<file path="src/rtl/mgt_01_fp_round_unit_pkg.sv">
// Shared types and constants for the FP rounding unit: float layout, rounding
// modes, exception flags and the overflow-result selection helper.
package mgt_01_fp_round_unit_pkg;

  typedef struct packed {
    logic        sign;
    logic [7:0]  exp;
    logic [22:0] mant;
  } float_t;

  typedef enum logic {
    FU_FREE = 1'b0,
    FU_BUSY = 1'b1
  } fu_state_e;

  typedef enum logic [2:0] {
    RM_RNE = 3'b000,
    RM_RTZ = 3'b001,
    RM_RDN = 3'b010,
    RM_RUP = 3'b011,
    RM_RMM = 3'b100
  } round_mode_e;

  typedef struct packed {
    logic nv;
    logic dz;
    logic of;
    logic uf;
    logic nx;
  } fflags_t;

  localparam logic [31:0] CANONICAL_NAN = 32'h7FC0_0000;
  localparam logic [31:0] MAX_FINITE    = 32'h7F7F_FFFF;
  localparam logic [7:0]  EXP_ALL_ONES  = 8'hFF;

  // Overflow saturates to inf or the largest finite value depending on the
  // direction the rounding mode pushes the magnitude.
  function automatic float_t overflow_result(input logic s, input logic [2:0] rm);
    float_t inf_v;
    float_t max_v;
    inf_v      = '0;
    inf_v.sign = s;
    inf_v.exp  = EXP_ALL_ONES;
    max_v      = float_t'(MAX_FINITE);
    max_v.sign = s;
    case (rm)
      RM_RTZ:  return max_v;
      RM_RDN:  return s ? inf_v : max_v;
      RM_RUP:  return s ? max_v : inf_v;
      default: return inf_v;
    endcase
  endfunction

endpackage

</file>
<file path="src/rtl/mgt_01_fp_round_unit_round_decision.sv">
// Combinational rounding decision: increment, inexact and illegal-mode detect
// from sign, mantissa LSB, guard/round/sticky and the rounding mode.
module mgt_01_round_decision
  import mgt_01_fp_round_unit_pkg::*;
(
  input  logic       sign,
  input  logic       lsb,
  input  logic [2:0] grs,
  input  logic [2:0] rm,
  output logic       inc,
  output logic       inexact,
  output logic       rm_invalid
);

  logic g;
  logic rs;

  assign g       = grs[2];
  assign rs      = |grs[1:0];
  assign inexact = |grs;

  always_comb begin
    inc        = 1'b0;
    rm_invalid = 1'b0;
    case (rm)
      RM_RNE:  inc = g & (rs | lsb);
      RM_RTZ:  inc = 1'b0;
      RM_RDN:  inc = sign & inexact;
      RM_RUP:  inc = ~sign & inexact;
      RM_RMM:  inc = g;
      default: rm_invalid = 1'b1;
    endcase
  end

endmodule

</file>
<file path="src/rtl/mgt_01_fp_round_unit.sv">
// FP round unit: IDLE -> ROUND -> (RENORM) -> VALID sequencer around the
// rounding decision. Define FP_FLUSH_TO_ZERO_EN to flush subnormal results to zero.
module mgt_01_fp_round_unit
  import mgt_01_fp_round_unit_pkg::*;
(
  input  logic      clk_i,
  input  logic      rst_i,
  input  logic      clk_en_i,
  input  float_t    to_round_i,
  input  logic [2:0] grs_i,
  input  logic [2:0] round_mode_i,
  input  logic      valid_i,
  input  logic      overflow_i,
  input  logic      underflow_i,
  input  logic      invalid_op_i,
  output float_t    result_o,
  output logic      valid_o,
  output fu_state_e fu_state_o,
  output fflags_t   fflags_o
);

  localparam logic [1:0] S_IDLE   = 2'd0;
  localparam logic [1:0] S_ROUND  = 2'd1;
  localparam logic [1:0] S_RENORM = 2'd2;
  localparam logic [1:0] S_VALID  = 2'd3;

  logic [1:0]  state;
  logic        sign_q;
  logic [7:0]  exp_q;
  logic [22:0] mant_q;
  logic [2:0]  grs_q;
  logic [2:0]  rm_q;
  logic        ovf_q;
  logic        udf_q;
  logic        inv_q;
  logic        nx_q;

  logic        inc;
  logic        nx;
  logic        rm_bad;
  logic [23:0] mant_sum;
  logic [8:0]  exp_inc;

  logic [7:0]  fin_exp;
  logic [22:0] fin_mant;
  logic        fin_nx;
  float_t      fin_res;
  fflags_t     fin_flags;
  fflags_t     ovf_flags;

  mgt_01_round_decision u_dec (
    .sign       (sign_q),
    .lsb        (mant_q[0]),
    .grs        (grs_q),
    .rm         (rm_q),
    .inc        (inc),
    .inexact    (nx),
    .rm_invalid (rm_bad)
  );

  assign mant_sum   = {1'b0, mant_q} + {23'd0, inc};
  assign exp_inc    = {1'b0, exp_q} + 9'd1;
  assign fu_state_o = (state == S_IDLE) ? FU_FREE : FU_BUSY;

  always_comb begin
    ovf_flags    = '0;
    ovf_flags.of = 1'b1;
    ovf_flags.nx = 1'b1;
  end

  // Final packing shared by the no-carry ROUND exit and the RENORM exit.
  always_comb begin
    if (state == S_RENORM) begin
      fin_exp  = exp_inc[7:0];
      fin_mant = mant_q;
      fin_nx   = nx_q;
    end else begin
      fin_exp  = exp_q;
      fin_mant = mant_sum[22:0];
      fin_nx   = nx;
    end
    fin_res      = {sign_q, fin_exp, fin_mant};
    fin_flags    = '0;
    fin_flags.nx = fin_nx;
    fin_flags.uf = udf_q | ((fin_exp == 8'd0) & fin_nx);
`ifdef FP_FLUSH_TO_ZERO_EN
    if (fin_exp == 8'd0 && fin_mant != 23'd0) begin
      fin_res.mant = '0;
      fin_flags.uf = 1'b1;
      fin_flags.nx = 1'b1;
    end
`endif
  end

  always_ff @(posedge clk_i) begin
    if (rst_i) begin
      state    <= S_IDLE;
      result_o <= '0;
      fflags_o <= '0;
      valid_o  <= 1'b0;
    end else if (clk_en_i) begin
      valid_o <= 1'b0;
      case (state)
        S_IDLE: if (valid_i) begin
          sign_q <= to_round_i.sign;
          exp_q  <= to_round_i.exp;
          mant_q <= to_round_i.mant;
          grs_q  <= grs_i;
          rm_q   <= round_mode_i;
          ovf_q  <= overflow_i;
          udf_q  <= underflow_i;
          inv_q  <= invalid_op_i;
          state  <= S_ROUND;
        end
        S_ROUND: begin
          state   <= S_VALID;
          valid_o <= 1'b1;
          if (inv_q || rm_bad) begin
            result_o    <= float_t'(CANONICAL_NAN);
            fflags_o    <= '0;
            fflags_o.nv <= 1'b1;
          end else if (ovf_q) begin
            result_o <= overflow_result(sign_q, rm_q);
            fflags_o <= ovf_flags;
          end else if (exp_q == EXP_ALL_ONES) begin
            result_o    <= {sign_q, exp_q, mant_q};
            fflags_o    <= '0;
            fflags_o.uf <= udf_q;
          end else if (mant_sum[23]) begin
            // Carry out of the mantissa: defer the exponent bump a cycle.
            mant_q  <= mant_sum[22:0];
            nx_q    <= nx;
            state   <= S_RENORM;
            valid_o <= 1'b0;
          end else begin
            result_o <= fin_res;
            fflags_o <= fin_flags;
          end
        end
        S_RENORM: begin
          state   <= S_VALID;
          valid_o <= 1'b1;
          if (exp_inc[8] || exp_inc[7:0] == EXP_ALL_ONES) begin
            result_o <= overflow_result(sign_q, rm_q);
            fflags_o <= ovf_flags;
          end else begin
            result_o <= fin_res;
            fflags_o <= fin_flags;
          end
        end
        default: state <= S_IDLE;
      endcase
    end
  end

endmodule

</file>
<file path="config.mk">
export PLATFORM = sky130hd
export DESIGN_NAME = mgt_01_fp_round_unit
export DESIGN_NICKNAME = d
export VERILOG_FILES = /design/src/rtl/mgt_01_fp_round_unit_pkg.sv /design/src/rtl/mgt_01_fp_round_unit_round_decision.sv /design/src/rtl/mgt_01_fp_round_unit.sv
export SDC_FILE = /design/constraint.sdc
export NUM_CORES = 1
export LEC_CHECK = 0
export ABC_AREA = 1
export BUFFER_PORTS_ARGS = -buffer_cell sky130_fd_sc_hd__buf_2
export CORE_UTILIZATION = 50
export CTS_CLUSTER_DIAMETER = 100
export DETAILED_ROUTE_END_ITERATION = 12
export GPL_TIMING_DRIVEN = 1
export PLACE_DENSITY = 0.8
export SLEW_MARGIN = 20
export SYNTH_ARGS = -nofsm -noshare
export SYNTH_HDL_FRONTEND = slang
export SYNTH_HIERARCHICAL = 1
export SYNTH_SLANG_ARGS = --single-unit
export TNS_END_PERCENT = 10
</file>
<file path="constraint.sdc">
create_clock -name clk_i -period 8.6 [get_ports clk_i]
set_input_delay 1.72 -clock clk_i [delete_from_list [all_inputs] [get_ports clk_i]]
set_output_delay 1.72 -clock clk_i [all_outputs]
set_load 0.01 [all_outputs]
</file>
=== After elaboration in Yosys (flattened, before gate mapping) ===
Index checks and enable logic that the tools add are counted.

* Bits in registers: 82
* Input port bits: 45
* Word-level logic and storage cells: 99

* Add/subtract/negate cells: 2
* Equality and inequality tests: 14
* Mux-type cells: 38
* Bitwise gates (word level): 11
* Reductions and logical operators: 15

{| class="wikitable"
|+ Operators by type and width
! cell !! count
|-
| $mux 32 || 7
|-
| $mux 23 || 6
|-
| $pmux 32 s3 || 1
|-
| $pmux 32 s2 || 1
|-
| $pmux 23 s2 || 1
|-
| $add 23x1->24 || 1
|-
| $mux 5 || 4
|-
| $eq 8x8->1 const B || 2
|-
| $mux 1 || 11
|-
| $ne 2x2->1 const B || 5
|-
| $pmux 5 s2 || 1
|-
| $add 8x1->9 const B || 1
|-
| $logic_not 8->1 || 1
|-
| $mux 8 || 1
|-
| $reduce_and 8->1 || 1
|-
| $reduce_and 7->1 || 1
|-
| $eq 3x2->1 const B || 2
|-
| $pmux 2 s3 || 1
|-
| $ne 5x5->1 const B || 1
|-
| $not 1->1 || 5
|-
| $reduce_or 5->1 || 1
|-
| $and 1x1->1 || 4
|-
| $pmux 1 s4 || 1
|-
| $reduce_and 4->1 || 1
|-
| 16 further kinds || 19
|}

=== Logic depth before layout (Yosys ltp) ===
* Word-level depth: 11
* Gate-level depth with buffers: 19
* Gate-level depth less buffers: 19

=== Hierarchy ===
Netlist, hierarchy kept.

{| class="wikitable"
|+ By module, submodules not included
! module !! times used !! cells each !! area an instance (um2) !! seq. area each (um2)
|-
| mgt_01_fp_round_unit || 1 || 678 || 4926.0 || 2042.0
|-
| mgt_01_round_decision || 1 || 19 || 83.8 || 0.0
|}

=== Worst setup path after synthesis ===
OpenSTA, ideal clock, no wires.

* Path type: in2reg
* Start point: input port rst_i
* End point: register exp_q[0], enable pin
* Setup time: 0.439 ns
* Data arrival time: 3.738 ns
* Data required time: 8.161 ns
* Setup slack: 4.423 ns
* Stages: 2
* Path buffers: 1
* Cell sequence: clkbuf_1 > nor4_1

* Longest elaborated chain between the ends: 2

{| class="wikitable"
|+ Ends and longest elaborated chain
! what !! line !! text
|-
| from (decl) || mgt_01_fp_round_unit.sv:7 || <nowiki>input logic rst_i,</nowiki>
|-
| $not 1->1 (no source line) || n/a ||
|-
| $reduce_and 4->1 (no source line) || n/a ||
|-
| to (signal assigned) || mgt_01_fp_round_unit.sv:106 || <nowiki>exp_q <= to_round_i.exp;</nowiki>
|-
| to (decl) || mgt_01_fp_round_unit.sv:29 || <nowiki>logic [7:0] exp_q;</nowiki>
|}

No other way between the ends.
A chain may end at the register's enable or synchronous reset.

=== Final worst setup path ===
* Start point: register exp_q[1]
* End point: register result_o[20] (netlist name)

* Longest elaborated chain between the ends: 5
* Elaborated cells on any way between the ends: 11
* Classes of those cells: add/sub (1); eq/ne (3); mux (5); reduce/logical (2)

{| class="wikitable"
|+ Ends and longest elaborated chain
! what !! line !! text
|-
| $add 8x1->9 or $eq 8x8->1 (tied branches) || mgt_01_fp_round_unit.sv:62, mgt_01_fp_round_unit.sv:125 ||
|-
| $eq 8x8->1 or $mux 32 (tied branches) || mgt_01_fp_round_unit.sv:143, mgt_01_fp_round_unit.sv:125 ||
|-
| $logic_or 1x1->1 or $mux 32 (tied branches) || mgt_01_fp_round_unit.sv:143, mgt_01_fp_round_unit.sv:122 ||
|-
| $mux 32 (on tied branches) || mgt_01_fp_round_unit.sv:143, mgt_01_fp_round_unit.sv:118 ||
|-
| $pmux 32 s2 || mgt_01_fp_round_unit.sv:103 || <nowiki>case (state)</nowiki>
|-
| to (signal assigned) || mgt_01_fp_round_unit.sv:119 || <nowiki>result_o <= float_t'(CANONICAL_NAN);</nowiki>
|-
| to (signal assigned) || mgt_01_fp_round_unit.sv:144 || <nowiki>result_o <= overflow_result(sign_q, rm_q);</nowiki>
|-
| to (signal assigned) || mgt_01_fp_round_unit.sv:147 || <nowiki>result_o <= fin_res;</nowiki>
|-
| to (decl) || mgt_01_fp_round_unit.sv:16 || <nowiki>output float_t result_o,</nowiki>
|}

Several ways; a longest one is shown, not always the timed one.

==> results by group <==
Status
  • Status: finished, final reports clean

Logic synthesis
  • Netlist cell types: 42
  • YS warnings: 6
  • EDFF count, synth: 42
  • Async S/R FF share, synth: 0
  • Synth Instances: 697
  • Synthesized area per cell: 7.19 µm²
  • Cell taking the most area after synthesis: edfxtp_1
  • Mapped Area: 5010 µm²
  • Register area share after synthesis: 0.408
  • Post-synth top flop: edfxtp_1
  • Commonest cells post-synth: nand2_1 (166), nand3_1 (86), nor2_1 (71)
  • Most common cell in the synthesized netlist: nand2_1
  • Post-Syn Nets: 750
  • Area contributors post-synth: edfxtp_1 (25%), dfxtp_1 (16%), nand2_1 (12%), nand3_1 (8.6%), nor2_1 (5.3%)
  • Seq cells post-synth: 81
  • Synth top area share: 0.252

Global route
  • Vias in the first global route: 4487
  • Largest net degree at the start of global routing: 51
  • Grt met2 use: 0.457
  • Grt ovf: 0
  • Tot GR Track Use: 0.262
  • First-pass GRT wire length: 21000 µm
  • Antenna violations before repair: 0
  • Global route hottest layer: met2
  • Met3 Usage GRT: 0.0417
  • Global Route met1 Usage: 0.311

Routing
  • Detailed Route Iter0 Violations: 320
  • Detail Route Antenna Nets: 0
  • Routed wire length: 13100 µm
  • 1st-pass router iterations: 5
  • Via/cell ratio: 5.54
  • Vias: 4963
  • # DRC: 0
  • Routed len/inst: 14.6 µm

Worst setup path
  • Crit path arrival time: 3.75 ns
  • Crit Path Class: flop to flop
  • Crit path max-delay family: simple AND/OR/NAND/NOR gates
  • Buf+Inv Stages, Crit Path: 1
  • CP max FO: 50
  • CP peak stage delay: 0.74 ns
  • Crit-path cells: ha_1 > nand3_2 > nor2_2 > nand3_2 > inv_2 > nor2_1 > nand3_2 > nand2_4 > nor2_2 > nand3_1 > a21oi_1
  • CP most frequent cell: nand3_2
  • Required @ worst endpoint: 8.89 ns
  • Critical path's slowest cell: nand3_2
  • Crit path capture type: flop
  • Crit start category: flop

Finish
  • Final nets: 811
  • Filler cells: 966
  • Area Overhead vs Synth: 11.8%
  • Post-layout util: 0.576
  • Ratio of cells with drive above 1 in the final layout: 0.172
  • Ant. Diodes: 0

Clock network
  • Root Buffer Master: clkbuf_8
  • Clock sink count: 81
  • Max clock buf depth: 2
  • Clk_lat worst skew: 0.37 ns
  • # Post-CTS Setup Buffers: 0
  • Clk slew on worst S/H paths: 0.09 ns
  • CTS tree: built
  • Resized cells post-CTS: 0
  • Num CTS Buffers: 9
  • H-tree depth: 3
  • Hold-fix buffers, CTS: 0

Power and ir drop
  • Pwr dens: 162 nW/µm²
  • Maximum VDD drop: 123 µV
  • Pleak: 0.00251 µW

Floorplanning
  • Number of I/O pins: 84
  • DIE AREA: 10400 µm²
  • Initial Util: 0.515
  • Die Width: 102 µm
  • Core area: 9730 µm²
  • Placement Rows: 36
  • Die Y: 102 µm

STA
  • Fmax: 289 MHz
  • Tcrit/Tclk final: 0.402
  • Worst slew margin: 0.360
  • Sum Neg Setup Slack: 0 ns
  • Fin Clk Skew: 0.0163 ns
  • Unrepaired setup endpoints after global routing: no
  • Final worst path period need: 3.46 ns
  • Worst Max-Slew Pin Slew: 0.959 ns
  • Final Hold Fails: 0
  • Slew Limit Fails: 0
  • Final setup fails: 0

Worst hold path
  • Hold WC Path Type: flop to flop

Job
  • Max_cap viols: 0

Placed design
  • Post-DP HPWL: 9550 µm
  • IO Port Bufs: 82
  • Gpl congestion: 0.932
[per-stage QoR]
step	cells	instance area, µm²	power (µW)	worst slack [ns]	hold slack, ns
global route	896	5600	954	4.80	0.489
finish	896	5600	909	5.14	0.471
CTS	896	5600	911	5.01	0.467
floorplan	697	5010	592	4.42	0.478
global placement	880	5410	644	4.68	0.453
detailed placement	880	5410	648	4.62	0.454
[final cells by class]
| type | instances | area, µm² | area share |
|---|---|---|---|
| multi-input cells | 521 | 2550 | 0.454 |
| repair buffers | 85 | 433 | 0.0773 |
| inverters | 60 | 228 | 0.0406 |
| clock buffers | 10 | 138 | 0.0246 |
| flip-flops and latches | 81 | 2040 | 0.364 |
| clock inverters | 6 | 50.0 | 0.00893 |
| well taps | 133 | 166 | 0.0297 |
[worst min-delay path, delay by kind of cell, from the launching register on]
family,cells,cell delay [ns]
compound gates,1,0.05
simple gates,1,0.06
flops,1,0.32
[placed cells by master, fill, tap and decap left out, drive strengths merged, types with 9 or more instances in the layout]
master,instances
dfxtp,39
clkbuf,10
o21ai,76
nand3,90
nand4,9
nor2,82
buf,85
nand2,172
xor2,9
a21oi,47
inv,61
edfxtp,42
[per-layer routing]
| metal | vias to the layer above | share of wire |
|---|---|---|
| li1 | 2454 | - |
| met5 | - | 0 |
| met2 | 198 | 0.48 |
| met3 | 45 | 0.063 |
| met1 | 2266 | 0.41 |
| met4 | 0 | 0.040 |
[cell families (layout without fill, tap and decap cells)]
kind of cell               after synthesis  count (layout)  share of synthesized area
other                                    1               1                   0.000749
DFF                                     81              81                      0.408
adders and majority gates                8               8                     0.0200
muxes                                    1               1                    0.00200
buffers and inverters                   95             161                     0.0857
AOI/OAI and AO/OA                      138             138                      0.146
xor gates and xnor gates                13              13                     0.0227
and+or+nand+nor                        360             360                      0.315
[sequential cells by signal, indices dropped and copies added (netlist names)]
| signal | cells |
|---|---|
| valid_o | 1 |
| result_o | 32 |
| rm_q | 3 |
| inv_q | 1 |
| state | 2 |
| ovf_q | 1 |
| grs_q | 3 |
| udf_q | 1 |
| nx_q | 1 |
| sign_q | 1 |
| exp_q | 8 |
| mant_q | 23 |
| fflags_o | 4 |
[power by group]
group / total, µW / leakage [µW] / switching [µW] / internal (µW)
logic: 180 / 0.00172 / 117 / 62.9
registers: 462 / 0.000702 / 24.1 / 438
clock network: 267 / 0.0000948 / 151 / 116
total: 909 / 0.00251 / 292 / 617
[path summary, 6_finish.rpt]
path / from / endpoint / slack, ns / depth (start not counted)
setup / recovery: exp_q[1] / result_o[20] / 5.14 / 11
setup reg to reg: exp_q[1] / result_o[20] / 5.14 / 11
hold reg to reg: result_o[19] / result_o[19] / 0.47 / 2
hold / removal: result_o[19] / result_o[19] / 0.47 / 2
Note: power is estimated with default switching activity, not from simulation.
